**src/rtl/register_file_pkg.sv**
```systemverilog
// Shared constants and the register word type for the register file.
// Optional write-through forwarding is enabled with the REGFILE_WRITE_BYPASS_EN macro.
package regfile_pkg;

    localparam int DATA_WIDTH_DEF = 32;
    localparam int ADDR_WIDTH_DEF = 5;
    localparam int REG_COUNT      = 2 ** ADDR_WIDTH_DEF;
    localparam int ZERO_REG       = 0;

    typedef logic [DATA_WIDTH_DEF-1:0] reg_word_t;

endpackage

```
**src/rtl/register_file_if.sv**
```systemverilog
// Decode-stage register file bus: two read ports and one write port.
// The master side drives addresses and write data; the slave returns read data.
interface register_file_if
    import regfile_pkg::*;
#(
    parameter int DATA_WIDTH = DATA_WIDTH_DEF,
    parameter int ADDR_WIDTH = ADDR_WIDTH_DEF
);

    logic                  write_en;
    logic [ADDR_WIDTH-1:0] read_reg1;
    logic [ADDR_WIDTH-1:0] read_reg2;
    logic [ADDR_WIDTH-1:0] write_reg;
    logic [DATA_WIDTH-1:0] write_data;
    logic [DATA_WIDTH-1:0] read_data1;
    logic [DATA_WIDTH-1:0] read_data2;

    modport master (
        output write_en,
        output read_reg1,
        output read_reg2,
        output write_reg,
        output write_data,
        input  read_data1,
        input  read_data2
    );

    modport slave (
        input  write_en,
        input  read_reg1,
        input  read_reg2,
        input  write_reg,
        input  write_data,
        output read_data1,
        output read_data2
    );

endinterface

```
**src/rtl/register_file_read_port.sv**
```systemverilog
// One combinational read port: array mux with hardwired-zero register 0.
// With REGFILE_WRITE_BYPASS_EN defined, a same-cycle write to the addressed register is forwarded.
module regfile_read_port
    import regfile_pkg::*;
#(
    parameter int DATA_WIDTH = DATA_WIDTH_DEF,
    parameter int ADDR_WIDTH = ADDR_WIDTH_DEF
) (
    input  logic [ADDR_WIDTH-1:0] rd_addr,
    input  logic [DATA_WIDTH-1:0] regs [2**ADDR_WIDTH],
`ifdef REGFILE_WRITE_BYPASS_EN
    input  logic                  reset,
    input  logic                  wr_en,
    input  logic [ADDR_WIDTH-1:0] wr_addr,
    input  logic [DATA_WIDTH-1:0] wr_data,
`endif
    output logic [DATA_WIDTH-1:0] rd_data
);

    always_comb begin
        rd_data = '0;
        if (rd_addr != ADDR_WIDTH'(ZERO_REG)) begin
            rd_data = regs[rd_addr];
`ifdef REGFILE_WRITE_BYPASS_EN
            // Forwarding is suppressed under reset: that edge discards the write.
            if (!reset && wr_en && (wr_addr == rd_addr)) begin
                rd_data = wr_data;
            end
`endif
        end
    end

endmodule

```
**src/rtl/register_file.sv**
```systemverilog
// General-purpose register file: 2 async read ports, 1 sync write port, r0 reads as zero.
// Optional same-cycle write forwarding: define REGFILE_WRITE_BYPASS_EN.
module register_file
    import regfile_pkg::*;
#(
    parameter int DATA_WIDTH = DATA_WIDTH_DEF,
    parameter int ADDR_WIDTH = ADDR_WIDTH_DEF
) (
    input  logic            clk,
    input  logic            reset,
    register_file_if.slave  rf
);

    localparam int DEPTH = 2 ** ADDR_WIDTH;

    logic [DATA_WIDTH-1:0] regs_q [DEPTH];
    logic [DATA_WIDTH-1:0] regs_d [DEPTH];

    always_comb begin
        regs_d = regs_q;
        if (rf.write_en && (rf.write_reg != ADDR_WIDTH'(ZERO_REG))) begin
            regs_d[rf.write_reg] = rf.write_data;
        end
    end

    // Reset wins over any write presented at the same edge.
    always_ff @(posedge clk) begin
        if (reset) begin
            for (int i = 0; i < DEPTH; i++) begin
                regs_q[i] <= '0;
            end
        end else begin
            regs_q <= regs_d;
        end
    end

    regfile_read_port #(
        .DATA_WIDTH (DATA_WIDTH),
        .ADDR_WIDTH (ADDR_WIDTH)
    ) u_read_port1 (
        .rd_addr (rf.read_reg1),
        .regs    (regs_q),
`ifdef REGFILE_WRITE_BYPASS_EN
        .reset   (reset),
        .wr_en   (rf.write_en),
        .wr_addr (rf.write_reg),
        .wr_data (rf.write_data),
`endif
        .rd_data (rf.read_data1)
    );

    regfile_read_port #(
        .DATA_WIDTH (DATA_WIDTH),
        .ADDR_WIDTH (ADDR_WIDTH)
    ) u_read_port2 (
        .rd_addr (rf.read_reg2),
        .regs    (regs_q),
`ifdef REGFILE_WRITE_BYPASS_EN
        .reset   (reset),
        .wr_en   (rf.write_en),
        .wr_addr (rf.write_reg),
        .wr_data (rf.write_data),
`endif
        .rd_data (rf.read_data2)
    );

endmodule

```
**src/flat_wrapper.sv**
```systemverilog
// flat-port wrapper written by rule: the top's interface ports become plain ports
module register_file_flat import regfile_pkg::*;
#(
    parameter int DATA_WIDTH = DATA_WIDTH_DEF,
    parameter int ADDR_WIDTH = ADDR_WIDTH_DEF
)
  (clk, reset, rf_write_en, rf_read_reg1, rf_read_reg2, rf_write_reg, rf_write_data, rf_read_data1, rf_read_data2);
  register_file_if #(.DATA_WIDTH(DATA_WIDTH), .ADDR_WIDTH(ADDR_WIDTH)) rf_i ();
  input  logic clk;
  input  logic reset;
  input wire logic [$bits(rf_i.write_en)-1:0] rf_write_en;
  input wire logic [$bits(rf_i.read_reg1)-1:0] rf_read_reg1;
  input wire logic [$bits(rf_i.read_reg2)-1:0] rf_read_reg2;
  input wire logic [$bits(rf_i.write_reg)-1:0] rf_write_reg;
  input wire logic [$bits(rf_i.write_data)-1:0] rf_write_data;
  output wire logic [$bits(rf_i.read_data1)-1:0] rf_read_data1;
  output wire logic [$bits(rf_i.read_data2)-1:0] rf_read_data2;
  assign rf_i.write_en = rf_write_en;
  assign rf_i.read_reg1 = rf_read_reg1;
  assign rf_i.read_reg2 = rf_read_reg2;
  assign rf_i.write_reg = rf_write_reg;
  assign rf_i.write_data = rf_write_data;
  assign rf_read_data1 = rf_i.read_data1;
  assign rf_read_data2 = rf_i.read_data2;
  register_file #(.DATA_WIDTH(DATA_WIDTH), .ADDR_WIDTH(ADDR_WIDTH)) u_core (.clk(clk), .reset(reset), .rf(rf_i));
endmodule
```
**config.mk**
```make
export PLATFORM = sky130hd
export DESIGN_NAME = register_file_flat
export DESIGN_NICKNAME = d
export VERILOG_FILES = /design/src/rtl/register_file_pkg.sv /design/src/rtl/register_file_if.sv /design/src/rtl/register_file_read_port.sv /design/src/rtl/register_file.sv /design/src/flat_wrapper.sv
export SDC_FILE = /design/constraint.sdc
export NUM_CORES = 2
export LEC_CHECK = 0
export CORE_ASPECT_RATIO = 1.2
export CORE_MARGIN = 2
export CORE_UTILIZATION = 40
export DETAILED_ROUTE_END_ITERATION = 10
export DONT_BUFFER_PORTS = 1
export SYNTH_ARGS = -nofsm -noshare
export SYNTH_HDL_FRONTEND = slang
export SYNTH_HIERARCHICAL = 1
export SYNTH_SLANG_ARGS = --single-unit
```
**constraint.sdc**
```tcl
create_clock -name clk -period 7.8 [get_ports clk]
set_input_delay 1.95 -clock clk [delete_from_list [all_inputs] [get_ports clk]]
set_output_delay 1.95 -clock clk [all_outputs]
set_load 0.005 [all_outputs]
```
Word-level counts from Yosys, hierarchy flattened:

Cells that the tools add are included.
Widths: inputs -> output; s select.

* reduce and logical (&&, ||, !) cells: 5
* bitwise logic cells: 3
* multiplexer cells: 11
* $lt $le $gt $ge: 4

Operators with widths (count)
* $bwmux 1024: 1
* $bmux 32 s5: 2
* $mux 32: 7
* $demux 32 s5: 1
* $ge 6x6->1 const B: 3
* $not 5->6: 3
* $reduce_bool 5->1: 3
* $lt 6x1->1 const B: 1
* $logic_and 1x1->1: 2

* bits of input ports: 50
* output and inout port bits: 64
* bits in registers: 1024
* word-level logic and storage cells: 55

Depth between registers and ports, before layout:

* word-level depth: 6
* depth in mapped cells: 7
* gate-level depth less buffers: 4

Cells and area by module:

The synthesis kept the hierarchy.

By module, submodules not included
* register_file: instances 1, seq. area each 20499.7 um^2, cells each 3432, area each 38863.5 um^2
* regfile_read_port: instances 2, seq. area each 0.0 um^2, cells each 664, area each 8368.0 um^2

Worst setup path after synthesis:

No wires, ideal clock.

* path kind: input -> output
* start: in rf_read_reg1[0]
* end: out rf_read_data1[28]
* path slack: 2603 ps
* stages: 5
* arrival time: 3247 ps
* buffers on the path: 2
* required time: 5850 ps
* path through: buf_4 -> buf_2 -> mux4_2 -> a211oi_1 -> a311oi_2

* longest elaborated chain between the ends: 5
* elaborated cells on any way between the ends: 6
* those cells by class: mux (4); bitwise (1); reduce/logical (1)

RTL lines
* start: declaration: line flat_wrapper.sv:12 `input wire logic [$bits(rf_i.read_reg1)-1:0] rf_read_reg1;`
* $not 5->6 (implied by the code): line register_file_read_port.sv:23 `rd_data = regs[rd_addr];`
* $bmux 32 s5: line register_file_read_port.sv:23
* $mux 32 (implied by the code) (2 in a row): line register_file_read_port.sv:23
* $mux 32 (*): line register_file_read_port.sv:22 `if (rd_addr != ADDR_WIDTH'(ZERO_REG)) begin`
* end: declaration: line flat_wrapper.sv:16 `output wire logic [$bits(rf_i.read_data1)-1:0] rf_read_data1;`

Mark *: on every way between the ends. The rest lies on a longest branch, timed or not. The select of a mux whose other input is x is not followed.

Worst setup path in the final report:

* start: in rf_read_reg1[0]
* end: out rf_read_data1[3]

The elaborated chain is that of the path after synthesis.

==> metrics list <==
- The flow ran to the end, but the final reports show violations.
- The checks that failed: slew limit.
* Design area: a little under 60,000 um^2
- Clock transition at the register clock pins on the worst setup and hold paths after CTS: roughly 50 ps
- DR iter-0 viols: 3,325
- Chip height: 412.4 um
- For the worst setup path, the data required time is between 5000 and 6000 ps.
- Routability congestion estimate: 0.7714
* Congestion Overflow GR: 0
- The synthesized design contains 0 enable-type register cells.
- Rel. slew slack: -71.06%
* Core box area: approximately 140,000 um^2
- Ports: 114
- Largest net degree at the start of global routing: 1,057
- Number of buffers inserted by post-CTS setup repair: 0
- In the final layout, the share of cells above drive strength 1 is ~18%.
* Path category of the worst min-delay check: flip-flop to flip-flop
* Leakage power summed over all cells: 26.41 nW
- Max-cap violations in this run came to 0.
* Via count of the routed design: 37,577
- Worst clock skew: 0 ps
- The portion of synthesized area spent on multiplexers is around 40%.
- The clock net in this run drives a total of around 1,000 sinks.
- The finished layout holds 6,315 standard cells, fillers aside.
- Critical Setup Path Class: input pin to primary output
- Kind of end point of the critical path: primary output
- Count of input and output buffers: 0
* Setup Viol. Count Final: 0
- Pwr/cell area: 193.3 nW/um^2
* PostCTS Resize Cnt: 0
- Mean routed wirelength per cell: 27.75 um
* Fraction of synthesized cell area in xor and xnor cells: 0%
- Summed over all layers, the routed wires come to 175,200 um.
- Total count of max-transition violations in the final report: between 600 and 700
- Biggest registers after layout: u_core/regs_q x1024
* Placed cell areas: 55,640 um^2
- Number of hold-slack violations in the final timing report: 0
- Counting flops and latches in the post-synthesis netlist gives 1,024.
* Net count after synthesis: 4,810
- After detailed routing, the number of remaining DRC violations is 0.
- Fraction of the yosys area taken by sequential cells: 36.87%
- For this run, the leading register cell type out of synthesis is dfxtp_1.
- Setup repair after global routing left no endpoint under its margin.
* Pre-Repair DR Iteration Count: 5
- The biggest area contributor in the post-synthesis netlist is dfxtp_1.
- Relative to the synthesized area, the layout overhead comes to 6.911%.
- The number of hold buffers added after CTS was 0.
- Average cell area after synthesis: 11.68 um^2
- Adding up every negative setup slack in the final design gives 0 ps.
- Yosys printed 6 warnings.
* Shortest period the worst path allows: between 6000 and 7000 ps
* Simple-Gate Fraction of Synth Area: 13.52%
* Cts bufs inserted: between 100 and 150
* Starting Density: 40.36%
- For this run, the share of the core covered by cells in the final layout is between 40% and 50%.
* Number of antenna violations at the first check in global routing: 5
* Residual antenna-violating net count after detailed routing: 0
- Number of buffers on the longest clock path: 3
- By area the synthesized netlist is led by dfxtp_1 37%, mux2i_1 20%, mux4_2 18%, nand2b_1 12%, clkbuf_1 1.7%.
- Derived from the worst setup path, the maximum achievable clock frequency is 0.1454 GHz.
- The final layout contains approximately 4,500 nets.
* Most flops, register: u_core/regs_q
- Summing the areas of all compound-gate instances in the mapped netlist gives 4.811% of the synthesized area.
* Die area: 142,000 um^2
- Total placed cells including tap cells: slightly above 6,000
- Flip-flop count of the largest register, all copies and words added: 1,024
- The clock tree synthesis step divided the H-tree into 3 levels.
- In this run the cell area of the synthesized design comes to 55,600 um^2.
* Root buffer cell: clkbuf_16
* Adder-cell share of the synthesized area: 0%
- Inserted Diodes: 0
- Counting the fill cells in the layout gives 12,745.
- The worst-case IR drop observed on VDD is 186.8 uV.
- Period utilization: 88.17%
- For the pin with the worst max-slew slack, the measured transition is around 2600 ps.
- Row generation in the floorplan step produced between 100 and 150 rows.
- Async SR Flop Fraction: 0%
- Clock latency on the worst-skew pair: 730 ps
- The worst setup path is launched from an input pin.
* Synth Instances: 4,760
* Global-route usage over all layers: about a quarter
- Of the post-synthesis cell area, the dominant cell type holds between 30% and 40%.
- The HPWL after detailed placement is between 80,000 and 90,000 um.
- The netlist uses 35 different library cells.
* Endpoint arrival time on the critical path: ~4900 ps
- Number of vias per cell after detailed routing: 5.950
* Clock tree from TritonCTS: built
- Along the worst path, the maximum fanout reaches between 70 and 80.
* Global-route wire length before repair: 257,300 um
- Die Span X: 344.3 um
- The via count of the first global-routing pass came to 37,992.
* Largest family of logic cells by synthesized area: multiplexers
## layer usage
layer | vias up | wire length (um) | track usage, %
met4 | 6 | 5201 | 7.624
met2 | 1150 | 82830 | 39.55
met1 | 19504 | 76320 | 32.68
met3 | 270 | 10830 | 4.144
met5 | - | 35 | 0
li1 | 16647 | - | -
## placed cells by master (no fill, tap or decap), types with 4 or more instances in the layout
cell type,count
a211oi_1,64
o2111ai_1,16
clkbuf_16,114
clkbuf_1,25
o21ai_0,4
mux2_2,64
a22oi_1,64
a221oi_1,48
clkinv_2,19
a311oi_2,4
a311oi_1,60
o21ai_1,106
dfxtp_1,1024
nor2b_4,4
clkbuf_8,31
buf_4,58
mux4_2,448
bufinv_16,8
nor2_1,4
nand2_4,26
nand2b_1,1024
nand2_1,32
clkinvlp_4,4
nor2b_1,98
mux2i_1,1120
nand2_2,4
## worst max-delay path, stage by stage
cell	delay, ps
inv_4	370
nor2_1	960
a22oi_1	180
a311oi_1	1030
buf_4	260
## cell usage after synthesis, types with 64 or more instances
cell,number
mux2i_1,1120
nand2b_1,1026
dfxtp_1,1024
mux4_2,448
clkbuf_1,250
buf_4,116
o21ai_1,106
buf_2,104
nor2b_1,100
a211oi_1,64
a22oi_1,64
mux2_2,64
## final timing paths
path / end / depth (start not counted) / slack (ps) / startpoint
hold reg to reg: u_core/regs_q[994] / 1 / 480 / u_core/regs_q[994]
hold / removal: u_core/regs_q[994] / 1 / 480 / u_core/regs_q[994]
setup reg to reg: u_core/regs_q[299] / 2 / 7090 / u_core/regs_q[299]
setup / recovery: rf_read_data1[3] / 5 / 920 / rf_read_reg1[0]
## cells by family (layout without fill, tap and decap cells)
| kind of cell | count (synthesis) | after routing |
|---|---|---|
| buffers and inverters | 523 | 266 |
| AOI/OAI and AO/OA | 368 | 368 |
| and+or+nand+nor | 1213 | 1213 |
| muxes | 1632 | 1632 |
| DFF | 1024 | 1024 |
## area by class of cell
type                    instances  area, um^2  share of cell area [%]
multi-input cells            3213       32430                   54.55
flip-flops and latches       1024       20500                   34.49
clock buffers                 170        3373                   5.675
well taps                    1812        2267                   3.814
repair buffers                 58       435.4                  0.7325
clock inverters                36       427.9                  0.7199
inverters                       2       12.51                 0.02105
## stage by stage
| stage | hold slack [ps] | setup slack [ps] | power [mW] |
|---|---|---|---|
| 3_5_place_dp | 467.4 | 1137 | 6.073 |
| 5_1_grt | 494.2 | 1058 | 11.79 |
| 3_3_place_gp | 463.1 | 1200 | 6.066 |
| 6_report | 477.9 | 922.5 | 11.49 |
| 4_1_cts | 479.4 | 1130 | 11.56 |
| 2_1_floorplan | 450.9 | 2603 | 6.084 |
## report_power, final
part	internal [mW]	total [mW]	switching, mW
registers	5.27	5.29	0.0264
logic	0.337	0.684	0.347
clock network	3.23	5.51	2.28
total	8.84	11.5	2.65
(Power assumes the default switching activity.)
